**config.mk**
```make
export PLATFORM = sky130hd
export DESIGN_NAME = seq_digit_comparator
export DESIGN_NICKNAME = d
export VERILOG_FILES = /design/src/rtl/seq_digit_comparator.sv
export SDC_FILE = /design/constraint.sdc
export NUM_CORES = 1
export LEC_CHECK = 0
export CAP_MARGIN = 30
export CORE_MARGIN = 2
export CORE_UTILIZATION = 54
export DETAILED_ROUTE_END_ITERATION = 6
export PLACE_DENSITY = 0.84
export SKIP_LAST_GASP = 1
export SYNTH_ARGS = -nofsm -noshare
export SYNTH_HDL_FRONTEND = slang
export SYNTH_SLANG_ARGS = --single-unit
```
**constraint.sdc**
```tcl
create_clock -name clk -period 4.7 [get_ports clk]
set_clock_uncertainty 0.1 [all_clocks]
set_input_delay 0.705 -clock clk [delete_from_list [all_inputs] [get_ports clk]]
set_output_delay 0.705 -clock clk [all_outputs]
set_load 0.01 [all_outputs]
```
**src/rtl/seq_digit_comparator.sv**
```systemverilog
// seq_digit_comparator: digit-serial MSB-first magnitude comparator with start/done handshake and signed mode
module seq_digit_comparator #(
    parameter int W = 16,
    parameter int D = 2,
    parameter int EARLY_EXIT = 1
) (
    input  logic         clk,
    input  logic         rst,
    input  logic         start,
    input  logic         signed_mode,
    input  logic [W-1:0] a,
    input  logic [W-1:0] b,
    output logic         busy,
    output logic         done,
    output logic         EQ,
    output logic         GT,
    output logic         LT
);
    localparam int N = W / D;
    localparam int CW = N > 1 ? $clog2(N) : 1;
    typedef enum logic {IDLE, RUN} state_t;
    state_t state, state_nx;
    logic [W-1:0] sa, sb;
    logic [CW-1:0] cnt;
    logic eq_acc, gt_acc, eq_nx, gt_nx, fin;
    logic [D-1:0] da, db;
    always_comb begin
        da = sa[W-1 -: D];
        db = sb[W-1 -: D];
        eq_nx = eq_acc ? (da == db) : eq_acc;
        gt_nx = eq_acc ? (da > db) : gt_acc;
        fin = state == RUN && (cnt == CW'(N - 1) || (EARLY_EXIT != 0 && eq_acc && da != db));
        state_nx = state == IDLE ? (start ? RUN : IDLE) : (fin ? IDLE : RUN);
    end
    assign busy = state == RUN;
    // flipping both MSBs in signed mode lets the unsigned digit cascade order two's complement values
    always_ff @(posedge clk) begin
        if (rst) begin
            state <= IDLE;
            done <= 1'b0;
            EQ <= 1'b0;
            GT <= 1'b0;
            LT <= 1'b0;
            cnt <= '0;
        end else begin
            state <= state_nx;
            done <= fin;
            if (state == IDLE && start) begin
                sa <= a ^ (W'(signed_mode) << (W - 1));
                sb <= b ^ (W'(signed_mode) << (W - 1));
                eq_acc <= 1'b1;
                gt_acc <= 1'b0;
                cnt <= '0;
            end else if (state == RUN) begin
                sa <= sa << D;
                sb <= sb << D;
                eq_acc <= eq_nx;
                gt_acc <= gt_nx;
                cnt <= cnt + 1'b1;
            end
            if (fin) begin
                EQ <= eq_nx;
                GT <= gt_nx;
                LT <= ~eq_nx & ~gt_nx;
            end
        end
    end
endmodule

```
==> results of run 1 <==
-- metrics by stage --
step	cell area (µm²)	worst slack, ns	hold slack (ns)	util (%)	total power, mW
after global routing	2390	2.20	0.468	71.1	0.821
final	2390	2.29	0.455	71.1	0.789
after global placement	2310	1.96	0.401	68.6	0.557
after CTS	2390	2.29	0.453	71.1	0.795
after detailed placement	2310	1.91	0.429	68.6	0.565
after floorplan	1900	1.85	0.391	-	0.522
-- synthesized netlist by cell type, types with 2 or more instances --
cell,count
a21oi_1,8
and2_1,4
and2_4,2
buf_6,4
dfxtp_1,8
edfxtp_1,34
ha_1,4
inv_1,5
mux2_2,25
nor2_1,7
nor2b_1,2
nor3b_1,3
xnor2_1,2
-- area by class of cell --
type	count	area, µm²
sequential	42	1180
clock buffer	5	37.5
clock inverter	3	45.0
multi-input combinational	73	649
tap	46	57.6
fill	248	973
timing repair buffer	40	400
inverter	5	18.8
-- worst max path at each step --
stage | endpoint | slack, ns | from
global placement | sb[14] | 1.96 | start
floorplan | eq_acc | 1.85 | rst
CTS | sa[12] | 2.29 | start
finish | sa[6] | 2.29 | start
global route | sa[12] | 2.20 | start
detailed placement | sa[10] | 1.91 | start
-- sequential cells by signal, summed over array words and instances (netlist names) --
register and flops:
LT 1, sb 16, done 1, busy 1, cnt 3, sa 16
eq_acc 1, GT 1, gt_acc 1, EQ 1
-- metal layers --
layer / routed length (µm) / vias to the layer above / GRT usage (%)
li1: - / 546 / -
met1: 1170 / 549 / 16.4
met2: 1600 / 44 / 29.1
met3: 207 / 5 / 7.86
met4: 44 / 0 / 7.88
met5: 0 / - / 0
-- power groups by stage --
stage | Clock, mW | Sequential, mW | Combinational, mW
finish | 0.233 | 0.446 | 0.110
global route | 0.253 | 0.449 | 0.120
CTS | 0.238 | 0.446 | 0.111
detailed placement | 0 | 0.455 | 0.110
global placement | 0 | 0.452 | 0.105
floorplan | 0 | 0.451 | 0.0712
-- placed cells by master, fill, tap and decap left out, drive strengths merged, types with 2 or more instances in the layout --
cell type	n
clkdlybuf4s50	40
edfxtp	34
mux2	26
dfxtp	8
a21oi	8
nor2	7
and2	7
inv	5
clkbuf	5
ha	4
nor3b	3
nor2b	3
xnor2	2
clkinvlp	2
-- kinds of logic after synthesis --
kind of cell	synth area share, %
DFF	62.2
muxes	15.4
and+or+nand+nor	7.77
AOI/OAI and AO/OA	7.05
buffers and inverters	4.02
adders and majority gates	2.64
xor gates and xnor gates	0.922
-- worst register-to-register path, delay by kind of cell, from the launching register on --
family,cells,cell delay [ns]
AND/OR/NAND/NOR,2,0.89
flip-flops,1,0.61
==> qor.yml, run 1 <==
logic_synthesis:
  netlist_area_mm2: 0.00190
  syn_nets: 166
  synth-edff-count: 34
  synth-async-reset-ratio_pct: 0
  synth-seq-cells: 42
  yosysWarningCount: 0
  yosys.area.top_type: "edfxtp_1"
  netlist.area_leader.share_pct: 53.8
  synthTopCellsByArea: "edfxtp_1 (54%), mux2_2 (15%), dfxtp_1 (8.4%), ha_1 (2.6%), buf_6 (2.4%)"
  yosys.cell_types.count: 31
  syn_inst: 126
  synth_area_per_cell_um2: 15.1
  seq_area_frac_synth_pct: 62.2
  synthFlopType: "edfxtp_1"
floorplanning:
  start_util_pct: 56.5
  ios: 41
  die_y_um: 63.3
  core_area_mm2: 0.00336
  row_count: 21
  die_area_mm2: 0.00401
  die_x_um: 63.3
power:
  ir_worst_vdd_uv: 186
  seq_power_share_pct: 56.5
  p_per_area_mw_per_mm2: 330
  swShare_pct: 22.4
  switchingPower_mw: 0.176
  power_frac_comb_pct: 13.9
  p_clk_share_pct: 29.6
  power.static_leakage_nw: 0.840
  intPower_mw: 0.612
placement:
  hpwl_um: 2160
  finalWeightedCongestion: 0.785
  portBuffers: 40
  dp_cells: 206
cells_and_area:
  stdcell_count: 214
  area_growth_pct: 25.8
  num-nets-final: 207
  drive_above_1_share_pct: 24.4
  diodes: 0
worst_hold_path:
  min_from: "sa[3]"
  worstHoldPathCells: 1
  whs_endpoint: "sa[5]"
  hp-class: "reg2reg"
clock_network:
  clk_pin_slew_worst_paths_ns: 0.11
  cts_made_buffers: 5
  ctsHoldBuffers: 0
  cts.sinks: 42
  clock_latency_ns: 0.36
  ctsResizeCount: 0
  cts_root_buffer: "clkbuf_4"
  postCtsSetupBuffers: 0
  clk_path_buf_depth: 2
  cts_tree: "done"
  htree_levels: 2
critical_path:
  r2r_end: "sa[0]"
  path_cells: "clkdlybuf4s50_1 > nor2b_4 > mux2_2"
  path_class: "in2reg"
  cp_num_buf_inv: 1
  critPathSlowestCell: "nor2b_4"
  regToRegSetupSlack_ns: 2.73
  critPathMaxFanout: 36
  reg2reg_depth: 2
  cp.depth: 3
  r2r-start: "busy"
  cp_data_arrival_time_ns: 2.42
  slowest_delay_ns: 0.73
  critPathCaptureType: "flop"
  path_delay_family: "simple AND/OR/NAND/NOR gates"
  worstSetupStartpointType: "primary input"
  required_ns: 4.71
route:
  ant_nets: 0
  drt-total-wl_um: 3020
  first_iter_violations: 62
  vias: 1144
  drt_pass1_iterations: 4
  viasPerCell: 5.35
  wire_per_inst_um: 14.1
  drc: 0
global_routing:
  grt-ovfl-total: 0
  grt_max_degree: 37
  track_usage_pct: 16.6
  grt_pass1_wl_um: 4950
  antenna_found_initial: 0
  grt_pass1_vias: 1167
sta:
  hold_viol: 0
  finalCritPeriodShare_pct: 51.2
  setup_viol: 0
  max_freq_mhz: 415
  final.setup.tns_ns: 0
  rsz0062_at_grt: "no"
  min_period_ns: 2.41
  worst_pin_slew_ns: 0.913
  drv_slew: 0
  slew_headroom_pct: 39.0
run:
  maxCapViolations: 0
run_status:
  outcome: "finished clean"
(Power assumes the default switching activity.)
==> inputs of run 2 (changes only) <==
- CORE_UTILIZATION: 54 -> 45
- PLACE_DENSITY: 0.84 -> 0.75
- clock period: 4.7 -> 1.97 ns (I/O delays scaled with it)
==> run 2 against run 1 <==
Register-to-register slack got worse by 2.4 ns. Wire length is 3.8% lower. Worst setup slack worse by 2.1 ns. Final cell count up 4.2%. Non-clock buffer count grew 5. Count of clock-buffer cells in the layout is the same. Final area grew 4.2%. Sequential cell count is the same. Sequential power rose by 140%. Via count is 1.1% lower.
==> qor.yml, run 2 (same netlist as run 1, synthesis figures left out) <==
run_status:
  outcome: "finished clean"
sta:
  finalCritPeriodShare_pct: 88.0
  drv_slew: 0
  hold_viol: 0
  setup_viol: 0
  final.setup.tns_ns: 0
  hold_ws_ns: 0.451
  layout_setup_ws_ns: 0.237
  slew_headroom_pct: 76.8
  min_period_ns: 1.73
  max_freq_mhz: 577
  worst_pin_slew_ns: 0.344
  rsz0062_at_grt: "no"
cells_and_area:
  top_regs: "sa: 16 flops, sb: 16 flops, cnt: 3 flops"
  final_cell_mix: "clkdlybuf4s50_1 (40), edfxtp_1 (34), mux2_2 (25)"
  area_growth_pct: 31.1
  design_area_mm2: 0.00249
  final_common_cell: "clkdlybuf4s50_1"
  diodes: 0
  fillers: 327
  stdcell_count: 223
  drive_above_1_share_pct: 27.2
  post-route-util_pct: 61.8
  num-nets-final: 212
clock_network:
  cts_tree: "done"
  htree_levels: 2
  clock_latency_ns: 0.29
  cts_made_buffers: 5
  cts.sinks: 42
  cts_root_buffer: "clkbuf_8"
  clk_path_buf_depth: 2
  clk_pin_slew_worst_paths_ns: 0.08
floorplanning:
  die_x_um: 69.0
  core_area_mm2: 0.00403
  start_util_pct: 47.1
  die_area_mm2: 0.00476
  die_y_um: 69.0
  row_count: 23
  ios: 41
global_routing:
  grt.busiest_layer: "met2"
  grt_pass1_wl_um: 4650
  track_usage_pct: 13.9
  grt_pass1_vias: 1119
  met1_usage_pct: 14.8
  grt-ovfl-total: 0
  grtUsageMet3_pct: 5.52
  use_met2_pct: 24.0
  antenna_found_initial: 0
  grt_max_degree: 35
critical_path:
  path_cells: "clkdlybuf4s50_1"
  cp_data_arrival_time_ns: 1.34
  path_delay_family: "buffers and inverters"
  slowest_delay_ns: 0.59
  worstSetupStartpointType: "flop"
  path_class: "reg2out"
  required_ns: 1.57
  cp_num_buf_inv: 1
  critPathCaptureType: "output port"
  critPathSlowestCell: "clkdlybuf4s50_1"
  critPathMaxFanout: 12
power:
  power_frac_comb_pct: 14.0
  p_clk_share_pct: 33.1
  power.static_leakage_nw: 0.886
  seq_power_share_pct: 52.9
  p_per_area_mw_per_mm2: 805
  total_power_mw: 2.00
  swShare_pct: 20.8
  intPower_mw: 1.59
  ir_worst_vdd_uv: 524
  switchingPower_mw: 0.417
route:
  drt_pass1_iterations: 4
  wire_per_inst_um: 13.0
  viasPerCell: 5.07
  ant_nets: 0
  drt-total-wl_um: 2900
  drc: 0
  vias: 1131
  first_iter_violations: 48
worst_hold_path:
  hp-class: "reg2reg"
placement:
  place_area_mm2: 0.00237
  hpwl_um: 2140
  dp_cells: 215
  portBuffers: 40
  pre_cts_slack_ns: 0.0969
  finalWeightedCongestion: 0.712
run:
  maxCapViolations: 0
==> run 2: changes by cell type in the layout (fill, tap and decap cells not counted) <==
cell / change
dfxtp_2: +1
buf_12: +2
dfxtp_1: -1
buf_4: +3
clkbuf_8: +5
clkbuf_4: -5
==> run 2: path summary, 6_finish.rpt <==
check                           startpoint     end  slack, ns  cells after the start
worst min register to register      cnt[0]  cnt[0]       0.45                      3
worst max-delay path                  busy    busy       0.24                      1
worst max register to register      sa[15]  gt_acc       0.33                      4
worst min-delay path                cnt[0]  cnt[0]       0.45                      3
==> run 2: timing repair <==
item / CTS / global route
setup endpoints to repair: 0 / 1
resized for setup: 0 / 1
endpoints found under the hold margin: 0 / 0
hold buffers: 0 / 0
setup buffers: 0 / 0
==> run 2: layout make-up <==
| class | instances | area [µm²] | share of cell area, % |
|---|---|---|---|
| Multi-Input combinational cell | 73 | 649 | 26.1 |
| Clock inverter | 3 | 45.0 | 1.81 |
| Sequential cell | 42 | 1180 | 47.5 |
| Tap cell | 50 | 62.6 | 2.51 |
| Inverter | 5 | 18.8 | 0.754 |
| Clock buffer | 5 | 68.8 | 2.76 |
| Timing Repair Buffer | 45 | 463 | 18.6 |
==> run 2: power by group through the flow <==
stage                     logic [mW]  registers (mW)  clock network [mW]
after global placement         0.273            1.08                   0
after detailed placement       0.284            1.08                   0
after CTS                      0.285            1.06               0.688
after global routing           0.306            1.07               0.726
final                          0.281            1.06               0.663
after floorplan                0.172            1.07                   0
==> run 2: per-layer routing <==
layer / vias to the layer above / part of all wire (%)
met5: - / 0
met4: 0 / 0.55
met3: 2 / 5.3
met2: 32 / 54
met1: 542 / 40
li1: 555 / -
==> run 2: worst min-delay path, delay by kind of cell, from the launching register on <==
family / cells / cell delay [ns]
buf+inv: 1 / 0.06
flops: 1 / 0.33
simple gates: 1 / 0.07
compound gates: 1 / 0.06
